## src/rtl/alu_issue.sv

```systemverilog
// alu_issue: decodes MIPS-style ALU instructions and issues them through a
// 2-entry output/skid register pair so that in_ready never depends on out_ready.
module alu_issue #(
    parameter logic [5:0] NAND_FUNCT = 6'h28,
    parameter logic [3:0] ILLEGAL_OP = 4'd15
) (
    input  logic        clk,
    input  logic        rst,
    input  logic        in_valid,
    output logic        in_ready,
    input  logic [5:0]  opcode,
    input  logic [5:0]  funct,
    input  logic [31:0] rs_val,
    input  logic [31:0] rt_val,
    input  logic [15:0] imm,
    input  logic        flush,
    output logic        out_valid,
    input  logic        out_ready,
    output logic [3:0]  alu_op,
    output logic [31:0] a,
    output logic [31:0] b,
    output logic        illegal
);
    typedef struct packed {
        logic [3:0]  op;
        logic [31:0] a;
        logic [31:0] b;
        logic        ill;
    } entry_t;

    entry_t      w_dec, r_out, r_skid;
    logic        r_ov, r_sv;
    logic        w_hit, w_acc, w_iss;
    logic [3:0]  w_code;
    logic [31:0] w_b;

    always_comb begin
        w_hit  = 1'b1;
        w_code = 4'd0;
        w_b    = rt_val;
        case (opcode)
            6'h00: case (funct)
                6'h20, 6'h21: w_code = 4'd2;
                6'h22, 6'h23: w_code = 4'd6;
                6'h24:        w_code = 4'd0;
                6'h25:        w_code = 4'd1;
                6'h26:        w_code = 4'd13;
                6'h27:        w_code = 4'd12;
                default: begin
                    w_hit  = (funct == NAND_FUNCT);
                    w_code = 4'd7;
                end
            endcase
            6'h08, 6'h09, 6'h23, 6'h2B: begin
                w_code = 4'd2;
                w_b    = {{16{imm[15]}}, imm};
            end
            6'h0C, 6'h0D, 6'h0E: begin
                w_code = (opcode == 6'h0C) ? 4'd0 : (opcode == 6'h0D) ? 4'd1 : 4'd13;
                w_b    = {16'h0000, imm};
            end
            6'h04, 6'h05: w_code = 4'd6;
            default: w_hit = 1'b0;
        endcase
        w_dec = w_hit ? {w_code, rs_val, w_b, 1'b0} : {ILLEGAL_OP, 32'd0, 32'd0, 1'b1};
    end

    assign w_acc     = in_valid && !r_sv;
    assign w_iss     = r_ov && out_ready;
    assign in_ready  = !r_sv;
    assign out_valid = r_ov;
    assign alu_op    = r_out.op;
    assign a         = r_out.a;
    assign b         = r_out.b;
    assign illegal   = r_out.ill;

    // in_ready is low whenever skid is full, so accept and skid drain never coincide
    always_ff @(posedge clk or posedge rst) begin
        if (rst) begin
            r_ov   <= 1'b0;
            r_sv   <= 1'b0;
            r_out  <= '0;
            r_skid <= '0;
        end else if (flush) begin
            r_ov <= 1'b0;
            r_sv <= 1'b0;
        end else if (r_sv) begin
            if (w_iss) begin
                r_out <= r_skid;
                r_sv  <= 1'b0;
            end
        end else if (w_acc) begin
            if (!r_ov || w_iss) begin
                r_out <= w_dec;
                r_ov  <= 1'b1;
            end else begin
                r_skid <= w_dec;
                r_sv   <= 1'b1;
            end
        end else if (w_iss) begin
            r_ov <= 1'b0;
        end
    end
endmodule

```

## config.mk

```make
export PLATFORM = sky130hd
export DESIGN_NAME = alu_issue
export DESIGN_NICKNAME = d
export VERILOG_FILES = /design/src/rtl/alu_issue.sv
export SDC_FILE = /design/constraint.sdc
export NUM_CORES = 1
export LEC_CHECK = 0
export CAP_MARGIN = 15
export CORE_ASPECT_RATIO = 2
export CORE_UTILIZATION = 49
export DETAILED_ROUTE_END_ITERATION = 10
export GPL_TIMING_DRIVEN = 0
export PLACE_DENSITY = 0.89
export SLEW_MARGIN = 20
export SYNTH_ARGS = -nofsm -noshare
export SYNTH_HDL_FRONTEND = slang
export SYNTH_SLANG_ARGS = --single-unit
```

## constraint.sdc

```tcl
create_clock -name clk -period 6.4 [get_ports clk]
set_input_delay 1.28 -clock clk [delete_from_list [all_inputs] [get_ports clk]]
set_output_delay 1.28 -clock clk [all_outputs]
set_load 0.005 [all_outputs]
```

## Word-level counts from Yosys, hierarchy flattened

Cells that the tools add are included.

- Bits in registers: 140
- Logic and storage cells: 75

- Equality and inequality tests: 21
- Mux-type cells: 22
- Bitwise gates (word level): 3
- Reductions and logical operators: 19

Operator list:

| operator | number |
|---|---|
| 2-to-1 mux 69 bit | 5 |
| == test 6 bit, second input constant | 11 |
| one-hot mux 32 bit (2 select lines) | 1 |
| == test 6 x 4 -> 1 bit, second input constant | 5 |
| one-hot mux 4 bit (6 select lines) | 1 |
| one-hot mux 4 bit (4 select lines) | 1 |
| == test 6 x 3 -> 1 bit, second input constant | 2 |
| 2-to-1 mux 1 bit | 11 |
| OR reduction 9 bit | 1 |
| 2-to-1 mux 4 bit | 2 |
| AND reduction 4 bit | 2 |
| OR reduction 8 bit | 1 |
| zero test 6 bit | 1 |
| OR reduction 2 bit | 3 |
| nonzero test 2 bit | 2 |
| OR reduction 4 bit | 1 |
| inequality test 3 x 2 -> 1 bit, second input constant | 1 |
| NOT 1 bit | 3 |
| AND reduction 3 bit | 1 |
| nonzero test 3 bit | 1 |
| OR reduction 3 bit | 1 |
| logical AND 1 bit | 2 |
| zero test 1 bit | 2 |
| inequality test 2 x 1 -> 1 bit, second input constant | 1 |
| 3 further kinds | 3 |

## Longest topological paths before layout

Gate-level depths: netlist (run 1).

- Depth after elaboration: 8
- Gate-level depth with buffers: 8

## Worst setup path before layout (run 1)

OpenSTA, ideal clock, no wires.

- Path kind: input port to flip-flop
- From: input port out_ready
- To: register r_skid[1] in the netlist's numbering
- Setup time: 132 ps
- Data arrival time: 2431 ps
- Data required time: 6268 ps
- Setup slack: 3837 ps
- Stages: 7
- Buffers on the path: 3
- Cells stage by stage: and2b_1 -> or3b_1 -> buf_2 -> buf_6 -> buf_2 -> nand2_1 -> o21ai_1

- Cells in the longest elaborated chain, start to end: 4

RTL lines:

| what | line | text |
|---|---|---|
| start: declaration | 18 | `input logic out_ready,` |
| logical AND 1 bit | 69 | `assign w_iss = r_ov && out_ready;` |
| logical OR 1 bit | 93 | `if (!r_ov \|\| w_iss) begin` |
| NOT 1 bit (no line) | - |  |
| AND reduction 4 bit (no line) | - |  |
| end signal: assignment | 97 | `r_skid <= w_dec;` |
| end: declaration | 31 | `entry_t w_dec, r_out, r_skid;` |

Every way passes these cells.
A chain may end at the register's enable or synchronous reset.

## Worst setup path after layout (run 1)

- From: register r_sv
- To: output port in_ready

- Cells in the longest elaborated chain, start to end: 1

RTL lines:

| what | line | text |
|---|---|---|
| start: declaration | 32 | `logic r_ov, r_sv;` |
| start signal: assignment | 81 | `r_sv <= 1'b0;` |
| start signal: assignment | 86 | `r_sv <= 1'b0;` |
| start signal: assignment | 90 | `r_sv <= 1'b0;` |
| zero test 1 bit | 70 | `assign in_ready = !r_sv;` |
| end: declaration | 10 | `output logic in_ready,` |

Every way passes these cells.

==> out/summary.md, run 1 <==
In this run the power density over the cells is 267 mW/mm^2. Compared with the post-synthesis result, the final layout area differs by 38.4%. The arrival time of the worst setup path was 2.08 ns; the global-route wire length before repair was 30900 um. The internal power of the cells totals 0.00178 W.

Worst path buffer plus inverter count: 3. The number of rows created at floorplan came out at 59. The highest routing layer actually used is met4. The final critical path takes up 52.5% of the cycle. The switching share of power was 25.9%.

The tools report the via count of the first global-routing pass as 6310. The first detailed-routing pass took 7 iterations. The clock network accounts for 42.4% of the total power. The critical path endpoint category is a primary output. The reported leakage power came out at 3.87 nW. The tightest slew margin relative to the limit was 60.2%; the number of nets produced by synthesis was 795. The run gives 0.00241 W as the total power consumption of the routed design.

The run gives 10600 um as the total length of routed met2 wires. Setup repair after global routing left no endpoint under its margin. At the worst endpoint, the required time is 5.12 ns. Buffer type at the clock tree root: sky130_fd_sc_hd__clkbuf_16. The wire length the detailed router placed on met1 is 6970 um, and the total inserted antenna cells is 0. The count of distinct cell types in the synthesized netlist was 49; the accumulated negative setup slack was 0 ns. The y dimension of the die came out at 165 um. The remaining routing DRC violations is 0, and the length of routed met3 wiring is 923 um. The post-route clock skew is 0.00594 ns, and the floorplan die area is 0.0138 mm^2. The fraction of layout instances using a drive strength above 1 works out to 9.92%.

Power spent charging and discharging nets: 0.000625 W. TritonCTS built the clock tree. The number of synthesis warnings was 0. The run finished with clean final reports. The number of buffers created by CTS was 17. Synthesis handed over a netlist of 698 instances. After synthesis the cells add up to 0.00651 mm^2.

Entering global routing, the biggest net connects 91 pins. For this block, the initial DRC count from the detailed router was 374. The routed layout has 6209 vias. Across the run, the number of max-cap violations was 0. The nature of the critical path startpoint was a flop. The starting density of the core was 50.1%; the HPWL after detailed placement was 14100 um.

The number of antenna violations at the first check in global routing came out at 0. The count of antenna-violating nets left after detailed routing is 0, and the upper clock frequency limit is 297 MHz. The number of nets in the finished design is 981. The congestion estimate from routability-driven global placement came to 0.836. For the post-CTS repair timing setup buffer count, the log shows 0. The critical path is of the flop to primary output type. IR analysis of the VDD net gives a maximum drop of 0.231 mV. The tools report the aggregate routed wire length as 19500 um.

Core utilization of the finished layout: 69.3%. The source-to-sink clock delay at the later pin of the worst-skew pair came out at 0.42 ns. Once the clock tree was built, the resizer swapped 0 gates to a different size.

Buffer depth of the longest clock path: 2. The share of power burned in combinational logic is 15.5%. Clock tree synthesis found a total of 140 sinks. In this run the standard cell core region covers 0.0130 mm^2.

The clock tree synthesis step divided the H-tree into 4 levels. Clock-pin slew reported for the worst setup and hold paths after clock tree synthesis: 0.06 ns. The type of the tightest min-delay check is flop to flop. Residual overflow from global routing: 0. Buffers inserted to repair hold after CTS numbered 0. Registers are responsible for 42.1% of the overall power. The count of buffers from port buffering came out at 166. For the pin with the worst max-slew slack, the measured transition is 0.596 ns. Setup violations remaining at the end of the flow were counted as 0. After detailed routing, the average wire length per cell comes to 18.6 um.

Using the TritonRoute via totals, the vias-per-cell ratio works out to 5.92. The dominant delay contributor by cell family on the critical path is buffers and inverters. After synthesis the netlist holds a flip-flop and latch count of 140. Walking the worst path, the cells encountered are clkinv_1, clkbuf_1, clkdlybuf4s50_1.

The overall track demand over capacity in global routing is 28.8%, and the final count of hold timing violations is 0. Among all stages on the critical path, the largest delay is contributed by sky130_fd_sc_hd__clkdlybuf4s50_1. A synthesized cell averages 9.32 um^2.

The run gives 0 as the count of pins over their slew limit. 168 I/O pins were placed. For this run, the slowest stage of the critical path takes 0.60 ns.

For this run, the register share of the synthesized area comes to 53.8%. The final critical delay including setup and external delays is 3.36 ns. In this run the worst path has a maximum fanout of 10.

Chip width: 83.5 um.
==> power groups by stage <==
stage	Combinational (W)	Sequential (W)	Clock, W
2_1_floorplan	0.000149	0.00102	0
3_3_place_gp	0.000361	0.00103	0
3_5_place_dp	0.000372	0.00103	0
4_1_cts	0.000375	0.00101	0.00102
5_1_grt	0.000406	0.00102	0.00106
6_report	0.000374	0.00101	0.00102
==> per-stage QoR <==
step / cells / setup WS (ns) / hold WS, ns / area [um^2]
6_report: 1049 / 3.04 / 0.470 / 9010
5_1_grt: 1049 / 3.02 / 0.496 / 9010
4_1_cts: 1049 / 3.09 / 0.475 / 9010
3_5_place_dp: 1017 / 2.84 / 0.462 / 8400
3_3_place_gp: 1016 / -0.465 / 0.453 / 8360
2_1_floorplan: 698 / 1.37 / 0.442 / 6510
==> sequential cells by signal, indices dropped and copies added (netlist names) <==
register and flops:
out_valid 1, illegal 1, a 32, r_skid 69, r_sv 1, alu_op 4
b 32
==> cell type report <==
class / instances / area, um^2
buffer: 61 / 322
clock buffer: 17 / 425
clock inverter: 15 / 188
fill: 997 / 3980
inverter: 3 / 18.8
multi-input combinational: 494 / 2670
sequential: 140 / 3500
tap: 152 / 190
timing repair buffer: 167 / 1690
==> final timing paths <==
check / from / end / slack, ns / cells after the start
hold reg to reg: r_skid[39]$_DFFE_PP0P_ / r_skid[39]$_DFFE_PP0P_ / 0.47 / 2
min in group asynchronous: rst / b[2]$_DFFE_PP0P_ / 1.26 / 2
hold / removal: r_skid[39]$_DFFE_PP0P_ / r_skid[39]$_DFFE_PP0P_ / 0.47 / 2
setup / recovery: r_sv$_DFF_PP0_ / in_ready / 3.04 / 3
setup reg to reg: r_sv$_DFF_PP0_ / a[30]$_DFFE_PP0P_ / 4.18 / 5
max in group asynchronous: rst / r_skid[33]$_DFFE_PP0P_ / 4.38 / 3
==> layer usage <==
layer / GRT usage (%) / vias up
li1: - / 2866
met3: 4.65 / 84
met5: 0 / -
met2: 52.9 / 269
met1: 30.7 / 2990
met4: 17.7 / 0
==> cells in the final DEF (no fill, tap or decap), types with 12 or more instances in the layout <==
| cell | count |
|---|---|
| sky130_fd_sc_hd__a21oi_1 | 74 |
| sky130_fd_sc_hd__a22oi_1 | 16 |
| sky130_fd_sc_hd__a31oi_1 | 16 |
| sky130_fd_sc_hd__and3_1 | 52 |
| sky130_fd_sc_hd__buf_2 | 12 |
| sky130_fd_sc_hd__clkbuf_1 | 34 |
| sky130_fd_sc_hd__clkbuf_16 | 17 |
| sky130_fd_sc_hd__clkdlybuf4s50_1 | 166 |
| sky130_fd_sc_hd__dfrtp_1 | 140 |
| sky130_fd_sc_hd__nand2_1 | 92 |
| sky130_fd_sc_hd__nand3_1 | 19 |
| sky130_fd_sc_hd__nor2_1 | 19 |
| sky130_fd_sc_hd__o21ai_0 | 95 |
| sky130_fd_sc_hd__o21ai_1 | 59 |
| sky130_fd_sc_hd__o21ai_2 | 16 |
==> kinds of logic after synthesis <==
logic type | count (synthesis) | share of synthesized area (%)
AND/OR/NAND/NOR | 201 | 15.5
XOR/XNOR | 1 | 0.135
flip-flops | 140 | 53.8
AO/OA/AOI/OAI | 292 | 25.5
buffers and inverters | 64 | 5.11
==> Yosys cell counts, drive strengths merged <==
library cell / instances / area, um^2
a211o: 1 / 8.76
a211oi: 3 / 27.5
a21oi: 76 / 395
a22oi: 16 / 120
a2bb2oi: 1 / 8.76
a31oi: 16 / 100
and2b: 1 / 7.51
and3: 53 / 337
buf: 25 / 184
clkbuf: 36 / 138
clkinv: 1 / 3.75
dfrtp: 140 / 3500
inv: 2 / 7.51
nand2: 92 / 345
nand2b: 3 / 18.8
nand3: 20 / 105
nand4: 2 / 27.5
nor2: 19 / 71.3
nor2b: 3 / 26.3
nor3: 3 / 31.3
nor3b: 1 / 7.51
nor4: 1 / 6.26
o211ai: 2 / 15.0
o21a: 2 / 15.0
o21ai: 170 / 911
o21ba: 1 / 16.3
o21bai: 1 / 7.51
o221a: 1 / 11.3
o31ai: 2 / 20.0
or3: 1 / 6.26
or3b: 2 / 17.5
xor2: 1 / 8.76
==> worst register-to-register path, stage by stage (launching register included) <==
cell                       delay (ns)
sky130_fd_sc_hd__dfrtp_1         0.41
sky130_fd_sc_hd__nand2b_1        0.22
sky130_fd_sc_hd__a211oi_2        0.57
sky130_fd_sc_hd__nand2_1         0.37
sky130_fd_sc_hd__clkbuf_1        0.32
sky130_fd_sc_hd__o21ai_0         0.25
Note: power is estimated with default switching activity, not from simulation.
==> inputs of run 2 (changes only) <==
Clock period 6.4 ns to 3.1 ns, I/O delays scaled along.
==> out/summary.md, run 2 (synthesized netlist as in run 1, its figures left out) <==
The met1 track demand over resource in global routing was 31.1% (+0.41 points); the pin count of the biggest net entering global routing was 35 (-62%). The largest stage delay on the critical path works out to 0.62 ns (+0.02 ns). The tools report the count of hold buffers inserted by post-cts repair as 0 (unchanged). The critical path goes through clkdlybuf4s50_1, and2b_1, a211oi_2, nand2_1, clkbuf_1, o21ai_0. The tools report the total inserted antenna cells as 0 (unchanged).

The remaining routing DRC violations came out at 0 (unchanged). The tools report the critical path endpoint category as a flop. The met3 track demand over resource in global routing is 5.45% (+0.80 points), and the tightest slew margin relative to the limit is 52.6% (-7.6 points). The busiest metal layer after global routing was met2.

The clock-pin slew reported for the worst setup and hold paths after clock tree synthesis is 0.06 ns (about the same), and the area growth from synthesis to layout is 38.9%. The overall track demand over capacity in global routing is 29.9% (+1.1 points), and the HPWL after detailed placement is 14500 um (+2.8%). The flip-flop count of the largest register after layout came out at 69 (unchanged). The source-to-sink clock delay at the later pin of the worst-skew pair is 0.42 ns (about the same), and the worst hold slack is 0.473 ns (+0.00266 ns). Type of the tightest min-delay check: flop to flop.

For the reported leakage power, the log shows 3.87 nW (about the same). The buffer type at the clock tree root is sky130_fd_sc_hd__clkbuf_16. The maximum net fanout on the critical path is 10 (unchanged). The boundary pin count is 168 (unchanged), and the detail-routed net length per standard cell is 18.9 um (+1.9%). The run gives 2 (unchanged) as the buffer depth of the longest clock path. The via count of the first global-routing pass was 6594 (+4.5%); the required time of the critical path was 3.42 ns (-1.70 ns).

Upper clock frequency limit: 364 MHz. By startpoint and endpoint, the worst setup path is classified as input port to flop. The run gives 3.06 ns (+0.98 ns) as the arrival time of the worst setup path.

The top cell types in the final layout, fill and taps aside, are sky130_fd_sc_hd__clkdlybuf4s50_1, sky130_fd_sc_hd__dfrtp_1, sky130_fd_sc_hd__o21ai_0. On the critical path, the stage with the largest delay is an instance of sky130_fd_sc_hd__a211oi_2. The count of buffers from port buffering is 166 (unchanged), and the number of rows created at floorplan is 59 (unchanged). The starting density of the core was 50.1% (unchanged); the core utilization of the finished layout was 69.6% (+0.25 points). The run gives 0.0138 mm^2 (unchanged) as the floorplan die area. Nature of the critical path startpoint: an input port.

For the footprint of the multi-input gates, the log shows 0.00267 mm^2 (unchanged). The logs give 0 (unchanged) for the final number of setup-violating endpoints and 0 (unchanged) for the count of pins over their slew limit. The number of buffers created by CTS is 17 (unchanged), and the post-route clock skew is 0.0124 ns (+0.00645 ns). The floorplan core area came out at 0.0130 mm^2 (unchanged). Number of nets in the finished design: 984 (+0.31%).

For the pre-CTS worst setup slack, the log shows 0.00941 ns (-2.83 ns). The global-route wire length before repair is 32000 um (+3.6%), and the register area is 0.00350 mm^2 (unchanged). The chip width came out at 83.5 um (unchanged). The post-CTS repair timing setup buffer count was 0 (unchanged); the fraction of layout instances using a drive strength above 1 was 10.0% (+0.078 points). The run finished with clean final reports. The number of optimization iterations in the first detailed-route pass is 5 (-2), and the share of the cycle needed by the critical path after routing is 88.6%.

The leading cell type in the layout, fill and taps excluded was sky130_fd_sc_hd__clkdlybuf4s50_1. The run gives 993 (-0.40%) as the number of inserted filler cells in the final layout. The maximum vdd ir drop came out at 0.501 mV (+120%). The residual overflow from global routing was 0 (unchanged).

The tools report the aggregate routed wire length as 19900 um (+2.2%). The logs give 379 (+1.3%) for the starting DRC count in detailed routing and 0 (unchanged) for the number of max-capacitance violations reported. The post-detailed-route via-to-cell ratio came out at 5.90 (-0.38%). TritonCTS built the clock tree. The tools report the number of cells in the finished layout apart from fillers as 1052 (+0.29%).

The transition at the pin with the smallest max-transition slack is 0.710 ns (+0.114 ns). Setup repair after global routing left no endpoint under its margin. The most flop-heavy register is r_skid. The number of gates given a new drive strength after cts is 0 (unchanged).

The final critical delay including setup and external delays was 2.75 ns; the routing usage on met2 was 55.9% (+3.0 points). The run gives 0 (unchanged) as the count of antenna-violating nets left after detailed routing. Among cell families on the critical path, the largest total delay comes from compound AO/OA/AOI/OAI gates.

The power per standard cell area was 540 mW/mm^2 (+100%); the number of vias in the routed layout was 6203 (-0.097%). The clock sink count was 140 (unchanged); the y dimension of the die was 165 um (unchanged). The post-placement cell count came out at 1020 (+0.29%).

Number of antenna violations at the first check in global routing: 0 (unchanged). The logs give 0.354 ns (-2.68 ns) for the worst setup margin and 0 (unchanged) for the final count of hold timing violations. The worst path buffer plus inverter count is 2 (-1). The maximum level of the CTS H-tree was 4 (unchanged). The routability congestion estimate from global placement was 0.840 (+0.42%).
==> run 2: cell types whose count changed in the layout (fill, tap and decap cells not counted), sizes merged <==
cell	before	now
bufinv	3	2
buf	26	29
clkbuf	53	58
inv	7	1
clkinvlp	1	4
clkinv	7	6
==> run 2: final timing paths <==
check / startpoint / to / slack (ns) / cells after the start
setup / recovery: out_ready / alu_op[0]$_DFFE_PP0P_ / 0.35 / 6
hold / removal: r_skid[53]$_DFFE_PP0P_ / r_skid[53]$_DFFE_PP0P_ / 0.47 / 2
setup reg to reg: out_valid$_DFFE_PP0P_ / alu_op[0]$_DFFE_PP0P_ / 0.67 / 5
hold reg to reg: r_skid[53]$_DFFE_PP0P_ / r_skid[53]$_DFFE_PP0P_ / 0.47 / 2
max in group asynchronous: rst / r_skid[25]$_DFFE_PP0P_ / 1.48 / 5
min in group asynchronous: rst / b[2]$_DFFE_PP0P_ / 0.63 / 2
==> run 2: layout make-up <==
cell class	instances	share of cell area, %
Timing Repair Buffer	170	19.3
Multi-Input combinational cell	494	29.6
Sequential cell	140	38.7
Tap cell	152	2.10
Buffer	61	3.56
Inverter	3	0.166
Clock buffer	22	5.24
Clock inverter	10	1.27
==> run 2: tightest hold or removal path: cells and delay by family, from the launching register on <==
kind | cells | cell delay (ns)
compound gates | 1 | 0.06
flops | 1 | 0.33
simple gates | 1 | 0.05
==> run 2: power by group <==
group          switching, W  total (W)  internal (W)  leakage, nW
Combinational      0.000370   0.000781      0.000411         1.71
Clock              0.000764    0.00201       0.00125        0.282
Sequential        0.0000963    0.00210       0.00200         1.88
==> run 2: metrics by stage <==
stage / instance area (um^2) / total power (W) / setup TNS [ns]
3_3_place_gp: 8360 / 0.00286 / -62.64
6_report: 9040 / 0.00489 / 0
3_5_place_dp: 8450 / 0.00290 / 0
2_1_floorplan: 6510 / 0.00242 / 0
4_1_cts: 9040 / 0.00490 / 0
5_1_grt: 9040 / 0.00507 / 0
==> run 2: per-layer routing <==
layer  part of all wire (%)  up-vias
met2                     55      278
met1                     36     3002
li1                       -     2861
met3                    4.7       62
met4                    4.7        0
met5                      0        -
==> inputs of run 3 (changes only) <==
--- a/config.mk
+++ b/config.mk
@@ -11,2 +11,3 @@
 export DETAILED_ROUTE_END_ITERATION = 10
+export GPL_ROUTABILITY_DRIVEN = 0
 export GPL_TIMING_DRIVEN = 0
--- a/constraint.sdc
+++ b/constraint.sdc
@@ -3,2 +3,2 @@
 set_output_delay 0.62 -clock clk [all_outputs]
-set_load 0.005 [all_outputs]
+set_load 0.1 [all_outputs]
==> out/summary.md, run 3 (synthesized netlist as in run 1, its figures left out) <==
The flow ran to the end, and the final reports show no timing, DRC or antenna violations. The run gives 379 (unchanged) as the starting DRC count in detailed routing. Setup repair after global routing left no endpoint under its margin. The top cell types in the final layout, fill and taps aside, are sky130_fd_sc_hd__clkdlybuf4s50_1, sky130_fd_sc_hd__dfrtp_1, sky130_fd_sc_hd__o21ai_0.

r_skid holds more flip-flops than any other register. The share of the cycle needed by the critical path after routing was 95.9% (+7.3 points); the area growth from synthesis to layout was 38.9% (about the same). Leaving out fill and tap cells, the most frequent cell in the layout is sky130_fd_sc_hd__clkdlybuf4s50_1. The number of rows created at floorplan was 59 (unchanged). The number of antenna violations at the first check in global routing was 0 (unchanged); the y dimension of the die was 165 um (unchanged). The largest individual stage delay along the critical path comes from the cell sky130_fd_sc_hd__dlygate4sd2_1. The run gives 0 (unchanged) as the remaining routing DRC violations. Power per standard cell area: 619 mW/mm^2 (+15%).

The flip-flop count of the largest register after layout works out to 69 (unchanged). The number of optimization iterations in the first detailed-route pass is 5 (unchanged). For the number of max-capacitance violations reported, the log shows 0 (unchanged).

The post-route clock skew was 0.0124 ns (-0.000000200 ns); the area of all placed cells without fillers was 0.00904 mm^2 (about the same). The required time of the critical path is 2.48 ns (-0.94 ns). The internal reg-to-reg setup slack was 0.67 ns (about the same).

The worst hold slack is 0.473 ns (unchanged). The reported leakage power was 3.87 nW (about the same). The count of pins over their slew limit was 0 (unchanged); the residual overflow from global routing was 0 (unchanged). The upper clock frequency limit was 336 MHz (-7.6%); the final critical delay including setup and external delays was 2.97 ns (+0.226 ns). The clock sink count was 140 (unchanged). The transition at the pin with the smallest max-transition slack works out to 1.05 ns (+0.341 ns). The worst setup path is of the flop to primary output kind. Buffer type at the clock tree root: sky130_fd_sc_hd__clkbuf_16.

The tools report the via count of the first global-routing pass as 6594 (unchanged). The logs give 50.1% (unchanged) for the starting density of the core and 6198 (-0.081%) for the number of vias in the routed layout. The logs give 0 (unchanged) for the final count of hold timing violations and 994 (+0.10%) for the number of inserted filler cells in the final layout.

The post-detailed-route via-to-cell ratio was 5.89 (about the same); the number of buffers created by CTS was 17 (unchanged). For the aggregate routed wire length, the log shows 19900 um (about the same). Type of the tightest min-delay check: flop to flop.

Detail-routed net length per standard cell: 18.9 um (about the same). The run gives 168 (unchanged) as the boundary pin count. The worst register-to-register path begins at out_valid$_DFFE_PP0P_.

The largest stage delay on the critical path is 0.91 ns (+0.29 ns). The endpoint identified for the worst register-to-register timing path is alu_op[0]$_DFFE_PP0P_. The worst reg2reg path depth came out at 5 (unchanged). The floorplan core area was 0.0130 mm^2 (unchanged). The logs give 984 (unchanged) for the number of nets in the finished design and 69.6% (about the same) for the core utilization of the finished layout. Fraction of layout instances using a drive strength above 1: 10.0% (unchanged).

The number of cells on the worst hold path came out at 2 (unchanged). The count of buffers from port buffering was 166 (unchanged). The maximum vdd ir drop was 0.590 mV (+18%); the maximum level of the CTS H-tree was 4 (unchanged).

For the placed cell area, the log shows 0.00845 mm^2 (unchanged). The startpoint identified for the worst hold timing path is r_skid[53]$_DFFE_PP0P_. The signal on the critical path passes through clkinv_1, clkbuf_1, dlygate4sd2_1.

The chip width is 83.5 um (unchanged), and the source-to-sink clock delay at the later pin of the worst-skew pair is 0.42 ns (about the same). The run gives 0.0138 mm^2 (unchanged) as the floorplan die area. The logs give 0 (unchanged) for the count of hold buffers inserted by post-cts repair and 29.9% (unchanged) for the overall track demand over capacity in global routing. The run gives 2.35 ns (-0.71 ns) as the arrival time of the worst setup path.

The nature of the critical path startpoint was a flop. TritonCTS built the clock tree. The worst hold path terminates at r_skid[53]$_DFFE_PP0P_.

For the tightest slew margin relative to the limit, the log shows 29.7% (-23 points). The tools report the pin count of the biggest net entering global routing as 35 (unchanged). The final number of setup-violating endpoints is 0 (unchanged), and the global-route wire length before repair is 32000 um (unchanged).

For the register area, the log shows 0.00350 mm^2 (unchanged). For the total inserted antenna cells, the log shows 0 (unchanged). The clock-pin slew reported for the worst setup and hold paths after clock tree synthesis works out to 0.05 ns (about the same). Number of cells in the finished layout apart from fillers: 1052 (unchanged). The post-placement cell count is 1020 (unchanged). The buffer depth of the longest clock path was 2 (unchanged). The maximum net fanout on the critical path came out at 10 (unchanged). The count of antenna-violating nets left after detailed routing was 0 (unchanged). The footprint of the multi-input gates was 0.00267 mm^2 (unchanged). STA classifies the critical path endpoint as a primary output.

For the HPWL after detailed placement, the log shows 14500 um (unchanged).
[run 3: cell types whose count changed in the layout (fill, tap and decap cells not counted)]
cell	previous run	this run
sky130_fd_sc_hd__dlygate4sd2_1	0	1
sky130_fd_sc_hd__clkdlybuf4s50_1	166	165
[run 3: worst max-delay path by stage]
| stage | endpoint | slack (ns) | from | cells after the start |
|---|---|---|---|---|
| floorplan | a[0]$_DFFE_PP0P_ | 0.73 | rst | 1 |
| CTS | in_ready | 0.15 | r_sv$_DFF_PP0_ | 3 |
| detailed placement | a[30]$_DFFE_PP0P_ | 0.009 | out_ready | 6 |
| finish | in_ready | 0.13 | r_sv$_DFF_PP0_ | 3 |
| global route | in_ready | 0.06 | r_sv$_DFF_PP0_ | 3 |
| global placement | r_skid[41]$_DFFE_PP0P_ | -0.46 | rst | 2 |
[run 3: what timing repair did]
item	CTS	global route
buffers inserted	0	0
setup endpoints to repair	1	0
gates resized for setup	1	0
[run 3: layout make-up]
cell class / count / share of cell area (%)
sequential: 140 / 38.8
tap: 152 / 2.10
multi-input combinational: 494 / 29.6
inverter: 3 / 0.166
timing repair buffer: 170 / 19.3
clock buffer: 22 / 5.25
buffer: 61 / 3.56
clock inverter: 10 / 1.27
[run 3: metal layers]
layer  up-vias  track usage, %  wire length [um]
li1       2861               -                 -
met1      2996            31.1              7190
met2       279            55.9             10900
met3        62            5.45               914
met4         0            17.0               941
met5         -               0                 0
[run 3: critical path, delay by kind of cell, from the launching register on]
family / cells / cell delay (ns)
buf+inv: 3 / 1.54
flops: 1 / 0.40
[run 3: power by group]
group | switching (W) | internal, W | total [W]
clock network | 0.000764 | 0.00125 | 0.00201
registers | 0.0000963 | 0.00200 | 0.00210
logic | 0.00109 | 0.000409 | 0.00149
[run 3: per-stage QoR]
stage / setup WS, ns / power, W / setup TNS (ns)
6_report: 0.128 / 0.00560 / 0
5_1_grt: 0.0630 / 0.00578 / 0
4_1_cts: 0.146 / 0.00561 / 0
3_5_place_dp: 0.00941 / 0.00362 / 0
3_3_place_gp: -0.464 / 0.00358 / -62.64
2_1_floorplan: 0.731 / 0.00312 / 0
